$ cat src/rtl/axi_lite_cmd_master.sv
// AXI4-Lite master: turns a single-command valid/ready stream into AXI4-Lite
// transactions, one outstanding at a time, with a sticky slave-timeout flag.
module axi_lite_cmd_master #(
    parameter int ADDR_WIDTH     = 4,
    parameter int DATA_WIDTH     = 32,
    parameter int TIMEOUT_CYCLES = 1024
) (
    input  logic                    axi_aclk,
    input  logic                    reset,
    input  logic                    cmd_valid,
    output logic                    cmd_ready,
    input  logic                    cmd_write,
    input  logic [ADDR_WIDTH-1:0]   cmd_addr,
    input  logic [DATA_WIDTH-1:0]   cmd_wdata,
    input  logic [DATA_WIDTH/8-1:0] cmd_wstrb,
    output logic                    rsp_valid,
    input  logic                    rsp_ready,
    output logic [DATA_WIDTH-1:0]   rsp_rdata,
    output logic [1:0]              rsp_resp,
    output logic                    rsp_write,
    output logic                    timeout,
    output logic [ADDR_WIDTH-1:0]   m_axi_awaddr,
    output logic [2:0]              m_axi_awprot,
    output logic                    m_axi_awvalid,
    input  logic                    m_axi_awready,
    output logic [DATA_WIDTH-1:0]   m_axi_wdata,
    output logic [DATA_WIDTH/8-1:0] m_axi_wstrb,
    output logic                    m_axi_wvalid,
    input  logic                    m_axi_wready,
    input  logic [1:0]              m_axi_bresp,
    input  logic                    m_axi_bvalid,
    output logic                    m_axi_bready,
    output logic [ADDR_WIDTH-1:0]   m_axi_araddr,
    output logic [2:0]              m_axi_arprot,
    output logic                    m_axi_arvalid,
    input  logic                    m_axi_arready,
    input  logic [DATA_WIDTH-1:0]   m_axi_rdata,
    input  logic [1:0]              m_axi_rresp,
    input  logic                    m_axi_rvalid,
    output logic                    m_axi_rready
);

    localparam int STRB_W = DATA_WIDTH / 8;
    localparam bit TO_EN  = (TIMEOUT_CYCLES > 0);
    localparam int CNT_W  = TO_EN ? $clog2(TIMEOUT_CYCLES + 1) : 1;
    localparam logic [CNT_W-1:0] TO_LIMIT = CNT_W'(TIMEOUT_CYCLES);

    typedef enum logic [2:0] {
        S_IDLE,
        S_WR_REQ,
        S_WR_RESP,
        S_RD_REQ,
        S_RD_RESP,
        S_RESP
    } state_t;

    state_t                r_state;
    state_t                w_state_n;
    logic                  r_awvalid, w_awvalid_n;
    logic                  r_wvalid, w_wvalid_n;
    logic                  r_arvalid, w_arvalid_n;
    logic                  r_bready, w_bready_n;
    logic                  r_rready, w_rready_n;
    logic                  r_rsp_valid, w_rsp_valid_n;
    logic [ADDR_WIDTH-1:0] r_addr;
    logic [DATA_WIDTH-1:0] r_wdata;
    logic [STRB_W-1:0]     r_wstrb;
    logic                  r_write;
    logic [DATA_WIDTH-1:0] r_rdata;
    logic [1:0]            r_resp;
    logic [CNT_W-1:0]      r_cnt;
    logic                  r_timeout;
    logic                  w_accept;
    logic                  w_b_hs;
    logic                  w_r_hs;
    logic                  w_busy;

    assign w_accept = (r_state == S_IDLE) && cmd_valid;
    assign w_b_hs   = r_bready && m_axi_bvalid;
    assign w_r_hs   = r_rready && m_axi_rvalid;
    assign w_busy   = (r_state == S_WR_REQ) || (r_state == S_WR_RESP) ||
                      (r_state == S_RD_REQ) || (r_state == S_RD_RESP);

    always_ff @(posedge axi_aclk or posedge reset) begin
        if (reset) begin
            r_state     <= S_IDLE;
            r_awvalid   <= 1'b0;
            r_wvalid    <= 1'b0;
            r_arvalid   <= 1'b0;
            r_bready    <= 1'b0;
            r_rready    <= 1'b0;
            r_rsp_valid <= 1'b0;
        end else begin
            r_state     <= w_state_n;
            r_awvalid   <= w_awvalid_n;
            r_wvalid    <= w_wvalid_n;
            r_arvalid   <= w_arvalid_n;
            r_bready    <= w_bready_n;
            r_rready    <= w_rready_n;
            r_rsp_valid <= w_rsp_valid_n;
        end
    end

    // Next values of the registered handshake outputs; each valid only ever
    // depends on the current registers, never combinationally on a ready.
    always_comb begin
        w_state_n     = r_state;
        w_awvalid_n   = r_awvalid;
        w_wvalid_n    = r_wvalid;
        w_arvalid_n   = r_arvalid;
        w_bready_n    = r_bready;
        w_rready_n    = r_rready;
        w_rsp_valid_n = r_rsp_valid;
        case (r_state)
            S_IDLE: begin
                if (cmd_valid) begin
                    if (cmd_write) begin
                        w_state_n   = S_WR_REQ;
                        w_awvalid_n = 1'b1;
                        w_wvalid_n  = 1'b1;
                    end else begin
                        w_state_n   = S_RD_REQ;
                        w_arvalid_n = 1'b1;
                    end
                end
            end
            S_WR_REQ: begin
                if (r_awvalid && m_axi_awready) w_awvalid_n = 1'b0;
                if (r_wvalid && m_axi_wready)   w_wvalid_n  = 1'b0;
                if (!w_awvalid_n && !w_wvalid_n) begin
                    w_state_n  = S_WR_RESP;
                    w_bready_n = 1'b1;
                end
            end
            S_WR_RESP: begin
                if (w_b_hs) begin
                    w_state_n     = S_RESP;
                    w_bready_n    = 1'b0;
                    w_rsp_valid_n = 1'b1;
                end
            end
            S_RD_REQ: begin
                if (r_arvalid && m_axi_arready) begin
                    w_state_n   = S_RD_RESP;
                    w_arvalid_n = 1'b0;
                    w_rready_n  = 1'b1;
                end
            end
            S_RD_RESP: begin
                if (w_r_hs) begin
                    w_state_n     = S_RESP;
                    w_rready_n    = 1'b0;
                    w_rsp_valid_n = 1'b1;
                end
            end
            S_RESP: begin
                if (rsp_ready) begin
                    w_state_n     = S_IDLE;
                    w_rsp_valid_n = 1'b0;
                end
            end
            default: w_state_n = S_IDLE;
        endcase
    end

    always_ff @(posedge axi_aclk or posedge reset) begin
        if (reset) begin
            r_addr  <= '0;
            r_wdata <= '0;
            r_wstrb <= '0;
            r_write <= 1'b0;
            r_rdata <= '0;
            r_resp  <= 2'b00;
        end else begin
            if (w_accept) begin
                r_addr  <= cmd_addr;
                r_wdata <= cmd_wdata;
                r_wstrb <= cmd_wstrb;
                r_write <= cmd_write;
            end
            if (w_b_hs) begin
                r_resp  <= m_axi_bresp;
                r_rdata <= '0;
            end
            if (w_r_hs) begin
                r_resp  <= m_axi_rresp;
                r_rdata <= m_axi_rdata;
            end
        end
    end

    // Timeout only flags a slow slave; the transaction itself keeps going.
    always_ff @(posedge axi_aclk or posedge reset) begin
        if (reset) begin
            r_cnt     <= '0;
            r_timeout <= 1'b0;
        end else if (w_accept) begin
            r_cnt     <= '0;
            r_timeout <= 1'b0;
        end else if (TO_EN && w_busy && (r_cnt != TO_LIMIT)) begin
            r_cnt <= r_cnt + 1'b1;
            if (r_cnt == TO_LIMIT - 1'b1) r_timeout <= 1'b1;
        end
    end

    assign cmd_ready     = (r_state == S_IDLE);
    assign rsp_valid     = r_rsp_valid;
    assign rsp_rdata     = r_rdata;
    assign rsp_resp      = r_resp;
    assign rsp_write     = r_write;
    assign timeout       = r_timeout;
    assign m_axi_awaddr  = r_addr;
    assign m_axi_awprot  = 3'b000;
    assign m_axi_awvalid = r_awvalid;
    assign m_axi_wdata   = r_wdata;
    assign m_axi_wstrb   = r_wstrb;
    assign m_axi_wvalid  = r_wvalid;
    assign m_axi_bready  = r_bready;
    assign m_axi_araddr  = r_addr;
    assign m_axi_arprot  = 3'b000;
    assign m_axi_arvalid = r_arvalid;
    assign m_axi_rready  = r_rready;

endmodule

$ cat config.mk
export PLATFORM = sky130hd
export DESIGN_NAME = axi_lite_cmd_master
export DESIGN_NICKNAME = d
export VERILOG_FILES = /design/src/rtl/axi_lite_cmd_master.sv
export SDC_FILE = /design/constraint.sdc
export NUM_CORES = 1
export LEC_CHECK = 0
export BUFFER_PORTS_ARGS = -buffer_cell sky130_fd_sc_hd__buf_4
export CORE_MARGIN = 2
export CORE_UTILIZATION = 47
export DETAILED_ROUTE_END_ITERATION = 10
export PLACE_DENSITY = 0.79
export SLEW_MARGIN = 20
export SYNTH_ARGS = -nofsm -noshare
export SYNTH_HDL_FRONTEND = slang
export SYNTH_SLANG_ARGS = --single-unit
$ cat constraint.sdc
create_clock -name axi_aclk -period 2.85 [get_ports axi_aclk]
set_input_delay 0 -clock axi_aclk [delete_from_list [all_inputs] [get_ports axi_aclk]]
set_output_delay 0 -clock axi_aclk [all_outputs]
set_load 0.03 [all_outputs]
==> impl_metrics.py, run 1 <==
metrics = {
    "timing": {
        "fin_worst_skew_ns": 0.0159,
        "whs_ns": 0.0547,
        "hold_viol": 0,
        "timing.final.ws_setup_ns": 0.855,
        "finalSetupViolations": 0,
        "maxSlewViolCount": 0,
        "fin_crit_ns": 2.00,
        "min_period_over_period": 0.700,
        "timing.slew.headroom": 0.599,
        "max_slew.worst_pin.slew_ns": 0.602,
        "rsz0062_at_grt": "false",
        "finalSetupTns_ns": 0,
        "fmax_mhz": 501,
    },
    "detailed_routing": {
        "drtIter0Drc": 192,
        "viasPerCell": 5.10,
        "num_vias": 3893,
        "drc_errors": 0,
        "routedWlPerCell_um": 15.0,
        "routed_wl_um": 11500,
        "first_pass_iters": 4,
        "ant_nets": 0,
    },
    "synth": {
        "netlist_area_um2": 4080,
        "synth_top_area_cell": "dfrtp_1",
        "synth_ff_type": "dfrtp_1",
        "synth_edf_count": 0,
        "synth_area_per_cell_um2": 10.2,
        "synthTopCellsByArea": "dfrtp_1 (59%), nand2_1 (14%), a22o_1 (7.3%)",
        "syn_inst": 402,
        "ys_seq_area_frac": 0.588,
        "yosysUniqueCellTypes": 47,
        "yosysTopAreaCellShare": 0.588,
        "yosysWarnings": 0,
        "synthArstFlopShare": 1.00,
        "ys_ff_latch": 96,
    },
    "pwr": {
        "ir_drop_mv": 0.501,
        "power_mw": 6.35,
        "p_per_area_nw_per_um2": 982,
        "leakagePower_nw": 3.32,
    },
    "place": {
        "gp_congestion": 0.817,
        "io_buffers": 172,
        "dp_cells": 662,
        "pre_cts_ws_ns": 0.976,
        "hpwl_um": 7250,
    },
    "global_routing": {
        "antenna_found_initial": 0,
        "grt_pass1_vias": 3954,
        "grt_usage": 0.247,
        "overflow": 0,
        "grt_pass1_wl_um": 18900,
        "grt_start_max_net_pins": 47,
    },
    "clock_network": {
        "clk_pin_slew_worst_paths_ns": 0.10,
        "cts_buffers": 9,
        "htree_levels": 3,
        "root_buffer": "clkbuf_8",
        "cts_tree": "done",
        "clk_latency_ns": 0.35,
        "cts.path.max_buffers": 2,
        "clock_sinks": 96,
    },
    "final_layout": {
        "fin_nets": 739,
        "num_antenna_cells": 0,
        "fin_cells": 764,
        "layout_common_cells": "buf_4 (179), nand2_1 (147), dfrtp_1 (96)",
        "final_common_cell": "buf_4",
        "area_delta_synth_final_pct": 58.3,
        "drive_gt1_frac": 0.309,
    },
    "floorplanning": {
        "die_h_um": 97.2,
        "pin_count": 179,
        "fp.dieW_um": 97.2,
        "die_area_um2": 9450,
        "start_util": 0.477,
        "num_rows": 34,
        "core_um2": 8550,
    },
    "setup_path": {
        "worstPathRequired_ns": 3.13,
        "worstSetupPathType": "reg -> reg",
        "start_kind": "flop",
        "path_cells": "nor2_1 > a31oi_1 > o21ai_0 > dlygate4sd3_1",
        "arrival_ns": 2.27,
        "cp_top_family": "buffers and inverters",
        "crit_fanout": 11,
        "slowest_stage": "dlygate4sd3_1",
        "cp-end-kind": "flop",
        "cp_slowest_stage_delay_ns": 0.58,
        "worst-path-buf-inv": 1,
    },
    "hold_path": {
        "hp-class": "in -> reg",
    },
    "job": {
        "maxCapViolations": 0,
    },
    "run_status": {
        "outcome": "completed",
    },
}
per-stage QoR:
step | util | instance area [µm²]
3_3_place_gp | 0.631 | 5400
2_1_floorplan | - | 4100
6_report | 0.756 | 6460
5_1_grt | 0.756 | 6460
4_1_cts | 0.756 | 6460
3_5_place_dp | 0.631 | 5400
layer usage:
layer | wire [µm] | GRT usage | vias up
met4 | 182 | 0.0769 | 0
met3 | 829 | 0.0683 | 16
met1 | 4810 | 0.314 | 1875
met5 | 0 | 0 | -
met2 | 5660 | 0.415 | 172
li1 | - | - | 1830
path summary, 6_finish.rpt:
check	from	slack [ns]	end	cells past startpoint
worst max-delay path	r_state[2]$_DFFE_PP0P_	0.85	m_axi_wvalid$_DFFE_PP0P_	4
worst min-delay path	cmd_valid	0.05	m_axi_arvalid$_DFFE_PP0P_	3
worst max register to register	r_state[2]$_DFFE_PP0P_	0.85	m_axi_wvalid$_DFFE_PP0P_	4
worst min register to register	m_axi_wdata[0]$_DFFE_PP0P_	0.48	m_axi_wdata[0]$_DFFE_PP0P_	2
max in group asynchronous	reset	1.80	m_axi_araddr[1]$_DFFE_PP0P_	4
min in group asynchronous	reset	0.25	rsp_rdata[5]$_DFFE_PP0P_	3
report_power, final:
part | internal, mW | switching, mW
Sequential | 1.86 | 0.450
Clock | 0.420 | 0.487
Combinational | 1.23 | 1.90
layout make-up:
class	count	area [µm²]
Clock buffer	10	128
Multi-Input combinational cell	271	1490
Sequential cell	96	2400
Tap cell	108	135
Inverter	8	32.5
Timing Repair Buffer	265	2200
Fill cell	528	2090
Clock inverter	6	76.3
tightest hold or removal path: cells and delay by family:
kind	cells	cell delay, ns
compound gates	2	0.22
buf+inv	1	0.13
flip-flops by register name, indices dropped and copies added (netlist names):
signal and count:
rsp_valid 1, rsp_resp 2, m_axi_rready 1, rsp_rdata 32, m_axi_wdata 32, m_axi_wstrb 4
m_axi_bready 1, m_axi_awvalid 1, timeout 1, rsp_write 1, m_axi_arvalid 1, m_axi_araddr 4
m_axi_wvalid 1, r_cnt 11, r_state 3
Yosys cell counts, types with 2 or more instances:
cell type and number:
a211oi_1 2, a21oi_1 4, a22o_1 34, a31oi_1 3
and2_1 3, and3_1 4, and4_1 3, buf_2 5
buf_4 10, buf_6 3, clkbuf_1 13, dfrtp_1 96
ha_1 2, inv_1 8, mux2i_1 5, nand2_1 147
nand3_1 4, nor2_1 12, o21a_1 3, o21ai_0 10
o31ai_1 3, xor2_1 3
cells by family (layout without fill, tap and decap cells):
kind of cell             Yosys count  count (layout)  share of synthesized area
AND/OR/NAND/NOR                  188             188                      0.204
flip-flops                        96              96                      0.588
AO/OA/AOI/OAI                     66              66                      0.126
buffers and inverters             40             289                     0.0530
multiplexers                       6               6                     0.0150
XOR/XNOR                           3               3                    0.00644
adder cells (fa/ha/maj)            2               2                    0.00613
other                              1               6                   0.000919
what timing repair did:
| item | in CTS | in global routing |
|---|---|---|
| setup buffers | 0 | 0 |
| hold buffers | 86 | 0 |
| endpoints found under the hold margin | 122 | 0 |
| resized for setup | 0 | 0 |
| endpoints found under the setup margin | 0 | 0 |
Power figures use the tool's default switching activity.
==> run 2: changes to the inputs <==
--- a/config.mk
+++ b/config.mk
@@ -5,11 +5,12 @@
 export SDC_FILE = /design/constraint.sdc
 export NUM_CORES = 1
 export LEC_CHECK = 0
+export ABC_AREA = 1
 export BUFFER_PORTS_ARGS = -buffer_cell sky130_fd_sc_hd__buf_4
 export CORE_MARGIN = 2
-export CORE_UTILIZATION = 47
+export CORE_UTILIZATION = 48
 export DETAILED_ROUTE_END_ITERATION = 10
-export PLACE_DENSITY = 0.79
+export PLACE_DENSITY = 0.8
 export SLEW_MARGIN = 20
 export SYNTH_ARGS = -nofsm -noshare
 export SYNTH_HDL_FRONTEND = slang
==> constraint.sdc (replaced) <==
create_clock -name axi_aclk -period 2.1 [get_ports axi_aclk]
set_input_delay 0 -clock axi_aclk [delete_from_list [all_inputs] [get_ports axi_aclk]]
set_output_delay 0 -clock axi_aclk [all_outputs]
set_load 0.03 [all_outputs]
==> impl_metrics.py, run 2 <==
metrics = {
    "timing": {
        "whs_ns": 0.0750,
        "hold_viol": 0,
        "timing.final.ws_setup_ns": 0.191,
        "timing.slew.headroom": 0.653,
        "fmax_mhz": 524,
        "fin_worst_skew_ns": 0.0146,
        "finalSetupTns_ns": 0,
        "rsz0062_at_grt": "false",
        "fin_crit_ns": 1.91,
        "maxSlewViolCount": 0,
        "finalSetupViolations": 0,
        "max_slew.worst_pin.slew_ns": 0.521,
        "min_period_over_period": 0.909,
    },
    "pwr": {
        "p_per_area_nw_per_um2": 1450,
        "ir_drop_mv": 0.866,
        "leakagePower_nw": 3.68,
    },
    "synth": {
        "synth_ff_type": "dfrtp_1",
        "synthArstFlopShare": 1.00,
        "ys_seq_area_frac": 0.560,
        "synth_top_area_cell": "dfrtp_1",
        "syn_inst": 527,
        "synth_edf_count": 0,
        "synthTopCellsByCount": "nand2_1 (254), dfrtp_1 (96), nand3_1 (56)",
        "yosysTopAreaCellShare": 0.560,
        "ys_ff_latch": 96,
        "synth_area_per_cell_um2": 8.14,
        "yosysWarnings": 0,
        "yosysUniqueCellTypes": 30,
        "synth_most_common_cell": "nand2_1",
        "synthTopCellsByArea": "dfrtp_1 (56%), nand2_1 (22%), nand3_1 (6.5%)",
        "netlist_area_um2": 4290,
    },
    "detailed_routing": {
        "routed_wl_um": 12400,
        "num_vias": 4421,
        "ant_nets": 0,
        "first_pass_iters": 7,
        "viasPerCell": 5.01,
        "routedWlPerCell_um": 14.1,
        "drtIter0Drc": 209,
        "drc_errors": 0,
    },
    "place": {
        "io_buffers": 172,
        "dp_cells": 786,
        "hpwl_um": 7310,
        "pre_cts_ws_ns": 0.442,
        "gp_congestion": 0.841,
    },
    "floorplanning": {
        "pin_count": 179,
        "fp.dieW_um": 98.5,
        "start_util": 0.494,
        "die_h_um": 98.5,
        "core_um2": 8680,
        "die_area_um2": 9710,
        "num_rows": 34,
    },
    "hold_path": {
        "hp-class": "in -> reg",
    },
    "final_layout": {
        "drive_gt1_frac": 0.263,
        "fin_nets": 858,
        "area_delta_synth_final_pct": 54.0,
        "fin_cells": 883,
        "layout_common_cells": "nand2_1 (254), buf_4 (177), dfrtp_1 (96)",
        "final_common_cell": "nand2_1",
        "num_antenna_cells": 0,
    },
    "job": {
        "maxCapViolations": 0,
    },
    "clock_network": {
        "clk_latency_ns": 0.36,
        "clk_pin_slew_worst_paths_ns": 0.09,
        "cts_buffers": 9,
        "root_buffer": "clkbuf_8",
        "clock_sinks": 96,
        "cts_tree": "done",
        "htree_levels": 3,
        "cts_resized": 0,
        "hold_buffers": 81,
        "cts.path.max_buffers": 2,
        "post-cts-setup-buffers": 0,
    },
    "setup_path": {
        "arrival_ns": 2.14,
        "worstSetupPathType": "reg -> reg",
        "crit_fanout": 37,
        "worstPathRequired_ns": 2.33,
        "start_kind": "flop",
        "cp-end-kind": "flop",
    },
    "global_routing": {
        "antenna_found_initial": 0,
        "grt_usage": 0.253,
        "overflow": 0,
        "grt_pass1_vias": 4316,
        "grt_pass1_wl_um": 20100,
        "grt_start_max_net_pins": 97,
    },
    "run_status": {
        "outcome": "completed",
    },
}
run 2: final cells by class:
type                    instances  area (µm²)
well taps                     108         135
inverters                      29         113
multi-input cells             375        1620
clock inverters                 6        52.6
repair buffers                259        2160
flip-flops and latches         96        2400
clock buffers                  10         128
fillers                       608        2070
run 2: where the power goes:
group          total, mW  switching [mW]  internal, mW
sequential          3.23           0.564          2.67
clock               1.12           0.672         0.451
combinational       5.23            3.36          1.86
total               9.58            4.60          4.98
run 2: per-stage QoR:
stage / area, µm² / util / total power [mW]
floorplan: 4310 / - / 6.47
global placement: 5620 / 0.647 / 8.14
detailed placement: 5620 / 0.647 / 8.27
CTS: 6610 / 0.761 / 9.56
global route: 6610 / 0.761 / 10.2
finish: 6610 / 0.761 / 9.58
run 2: per-layer routing:
metal | up-vias | wire length (µm) | track usage
li1 | 2112 | - | -
met1 | 2084 | 4780 | 0.299
met3 | 38 | 729 | 0.0440
met2 | 187 | 6500 | 0.451
met4 | 0 | 425 | 0.115
met5 | - | 0 | 0
run 2: critical path, stage by stage (launching register included):
cell           delay (ns)
dfrtp_1              0.40
nand2_1              0.12
buf_4                0.35
nand2_1              0.12
o21ai_0              0.11
o21ai_0              0.11
dlygate4sd3_1        0.57
run 2: worst paths after layout:
kind / startpoint / end / slack (ns) / depth (start not counted)
min in group asynchronous: reset / r_cnt[3]$_DFFE_PP0P_ / 0.35 / 4
min: m_axi_rvalid / r_state[2]$_DFFE_PP0P_ / 0.08 / 4
min reg2reg: rsp_valid$_DFFE_PP0P_ / rsp_valid$_DFFE_PP0P_ / 0.48 / 2
max reg2reg: m_axi_rready$_DFFE_PP0P_ / rsp_resp[0]$_DFFE_PP0P_ / 0.19 / 6
max: m_axi_rready$_DFFE_PP0P_ / rsp_resp[0]$_DFFE_PP0P_ / 0.19 / 6
max in group asynchronous: reset / rsp_rdata[19]$_DFFE_PP0P_ / 1.35 / 4
run 2: cells by family after synthesis:
group                    synth area share
flip-flops                          0.560
AND/OR/NAND/NOR                     0.330
other                            0.000874
AO/OA/AOI/OAI                      0.0254
buffers and inverters              0.0674
adder cells (fa/ha/maj)           0.00583
XOR/XNOR                           0.0102
==> run 3: changes to the inputs <==
--- a/config.mk
+++ b/config.mk
@@ -11,6 +11,7 @@
 export CORE_UTILIZATION = 48
 export DETAILED_ROUTE_END_ITERATION = 10
 export PLACE_DENSITY = 0.8
+export RECOVER_POWER = 100
 export SLEW_MARGIN = 20
 export SYNTH_ARGS = -nofsm -noshare
 export SYNTH_HDL_FRONTEND = slang
==> impl_metrics.py, run 3 (synthesis results as in run 2) <==
metrics = {
    "run_status": {
        "outcome": "completed",
    },
    "setup_path": {
        "arrival_ns": 2.13,
        "worstSetupPathType": "reg -> reg",
        "cp-end-kind": "flop",
        "crit_fanout": 37,
        "worstPathRequired_ns": 2.33,
        "start_kind": "flop",
    },
    "final_layout": {
        "fin_nets": 858,
        "num_antenna_cells": 0,
        "final_common_cell": "nand2_1",
        "multi_input_area_um2": 1610,
        "area_delta_synth_final_pct": 45.8,
        "layout_common_cells": "nand2_1 (254), dfrtp_1 (96), buf_4 (89)",
        "seq_area_um2": 2400,
        "drive_gt1_frac": 0.147,
        "nFillCells": 727,
    },
    "timing": {
        "timing.slew.headroom": 0.153,
        "fin_worst_skew_ns": 0.0128,
        "maxSlewViolCount": 0,
        "finalSetupTns_ns": 0,
        "min_period_over_period": 0.905,
        "hold_viol": 0,
        "finalSetupViolations": 0,
        "whs_ns": 0.0740,
        "fmax_mhz": 526,
        "max_slew.worst_pin.slew_ns": 1.27,
        "fin_crit_ns": 1.90,
        "rsz0062_at_grt": "false",
    },
    "clock_network": {
        "clk_pin_slew_worst_paths_ns": 0.09,
        "root_buffer": "clkbuf_8",
        "hold_buffers": 81,
        "clk_latency_ns": 0.35,
        "cts.path.max_buffers": 2,
        "cts_resized": 0,
        "post-cts-setup-buffers": 0,
        "cts_tree": "done",
        "htree_levels": 3,
        "cts_buffers": 9,
        "clock_sinks": 96,
    },
    "pwr": {
        "leakagePower_nw": 3.33,
        "p_per_area_nw_per_um2": 1420,
        "ir_drop_mv": 0.777,
    },
    "detailed_routing": {
        "viasPerCell": 5.00,
        "drtIter0Drc": 208,
        "routedWlPerCell_um": 14.1,
        "first_pass_iters": 4,
        "routed_wl_um": 12500,
        "num_vias": 4418,
        "ant_nets": 0,
        "drc_errors": 0,
    },
    "floorplanning": {
        "num_rows": 34,
        "fp.dieW_um": 98.5,
        "core_um2": 8680,
        "pin_count": 179,
        "die_area_um2": 9710,
        "start_util": 0.494,
        "die_h_um": 98.5,
    },
    "job": {
        "maxCapViolations": 0,
    },
    "global_routing": {
        "overflow": 0,
        "grt_start_max_net_pins": 97,
        "grt_pass1_wl_um": 20100,
        "grt_pass1_vias": 4316,
        "antenna_found_initial": 0,
        "grt_usage": 0.253,
    },
    "place": {
        "gp_congestion": 0.841,
        "hpwl_um": 7310,
        "io_buffers": 172,
    },
    "hold_path": {
        "hp-class": "in -> reg",
    },
}
## run 3: final timing paths
kind	cells past startpoint	from	to	slack, ns
worst min-delay path	4	m_axi_rvalid	r_state[2]$_DFFE_PP0P_	0.07
worst max-delay path	6	m_axi_rready$_DFFE_PP0P_	rsp_resp[0]$_DFFE_PP0P_	0.20
worst max register to register	6	m_axi_rready$_DFFE_PP0P_	rsp_resp[0]$_DFFE_PP0P_	0.20
max in group asynchronous	4	reset	rsp_rdata[8]$_DFFE_PP0P_	0.64
min in group asynchronous	4	reset	m_axi_araddr[0]$_DFFE_PP0P_	0.69
worst min register to register	2	timeout$_DFFE_PP0P_	timeout$_DFFE_PP0P_	0.48
## run 3: through the flow
stage               setup WS (ns)  cell area (µm²)  std cells   util  power (mW)
detailed placement          0.442             5620        786  0.647        8.27
CTS                         0.273             6610        883  0.761        9.56
global route               0.0486             6260        883  0.721        9.46
floorplan                   0.696             4310        532      -        6.47
finish                      0.200             6260        883  0.721        8.88
global placement            0.536             5620        786  0.647        8.14
## run 3: power by group
part | switching [mW] | total, mW | internal (mW)
combinational | 3.37 | 4.55 | 1.19
sequential | 0.537 | 3.20 | 2.66
clock | 0.673 | 1.12 | 0.451
## run 3: worst max-delay path: stages (launching register included)
cell and delay [ns]:
dfrtp_1 0.40, nand2_1 0.12, buf_4 0.36, nand2_1 0.12, o21ai_0 0.11, o21ai_0 0.10, dlygate4sd3_1 0.57
## run 3: per-layer routing
metal  track usage  routed length, µm  vias to the layer above
li1              -                  -                     2114
met1         0.299               4840                     2065
met2         0.451               6440                      199
met3        0.0440                738                       40
met4         0.115                441                        0
met5             0                  0                        -
## run 3: cell type report
class	count	share of cell area
tap	108	0.0216
clock inverter	6	0.00840
multi-input combinational	375	0.257
inverter	29	0.0180
clock buffer	10	0.0204
sequential	96	0.384
timing repair buffer	259	0.291
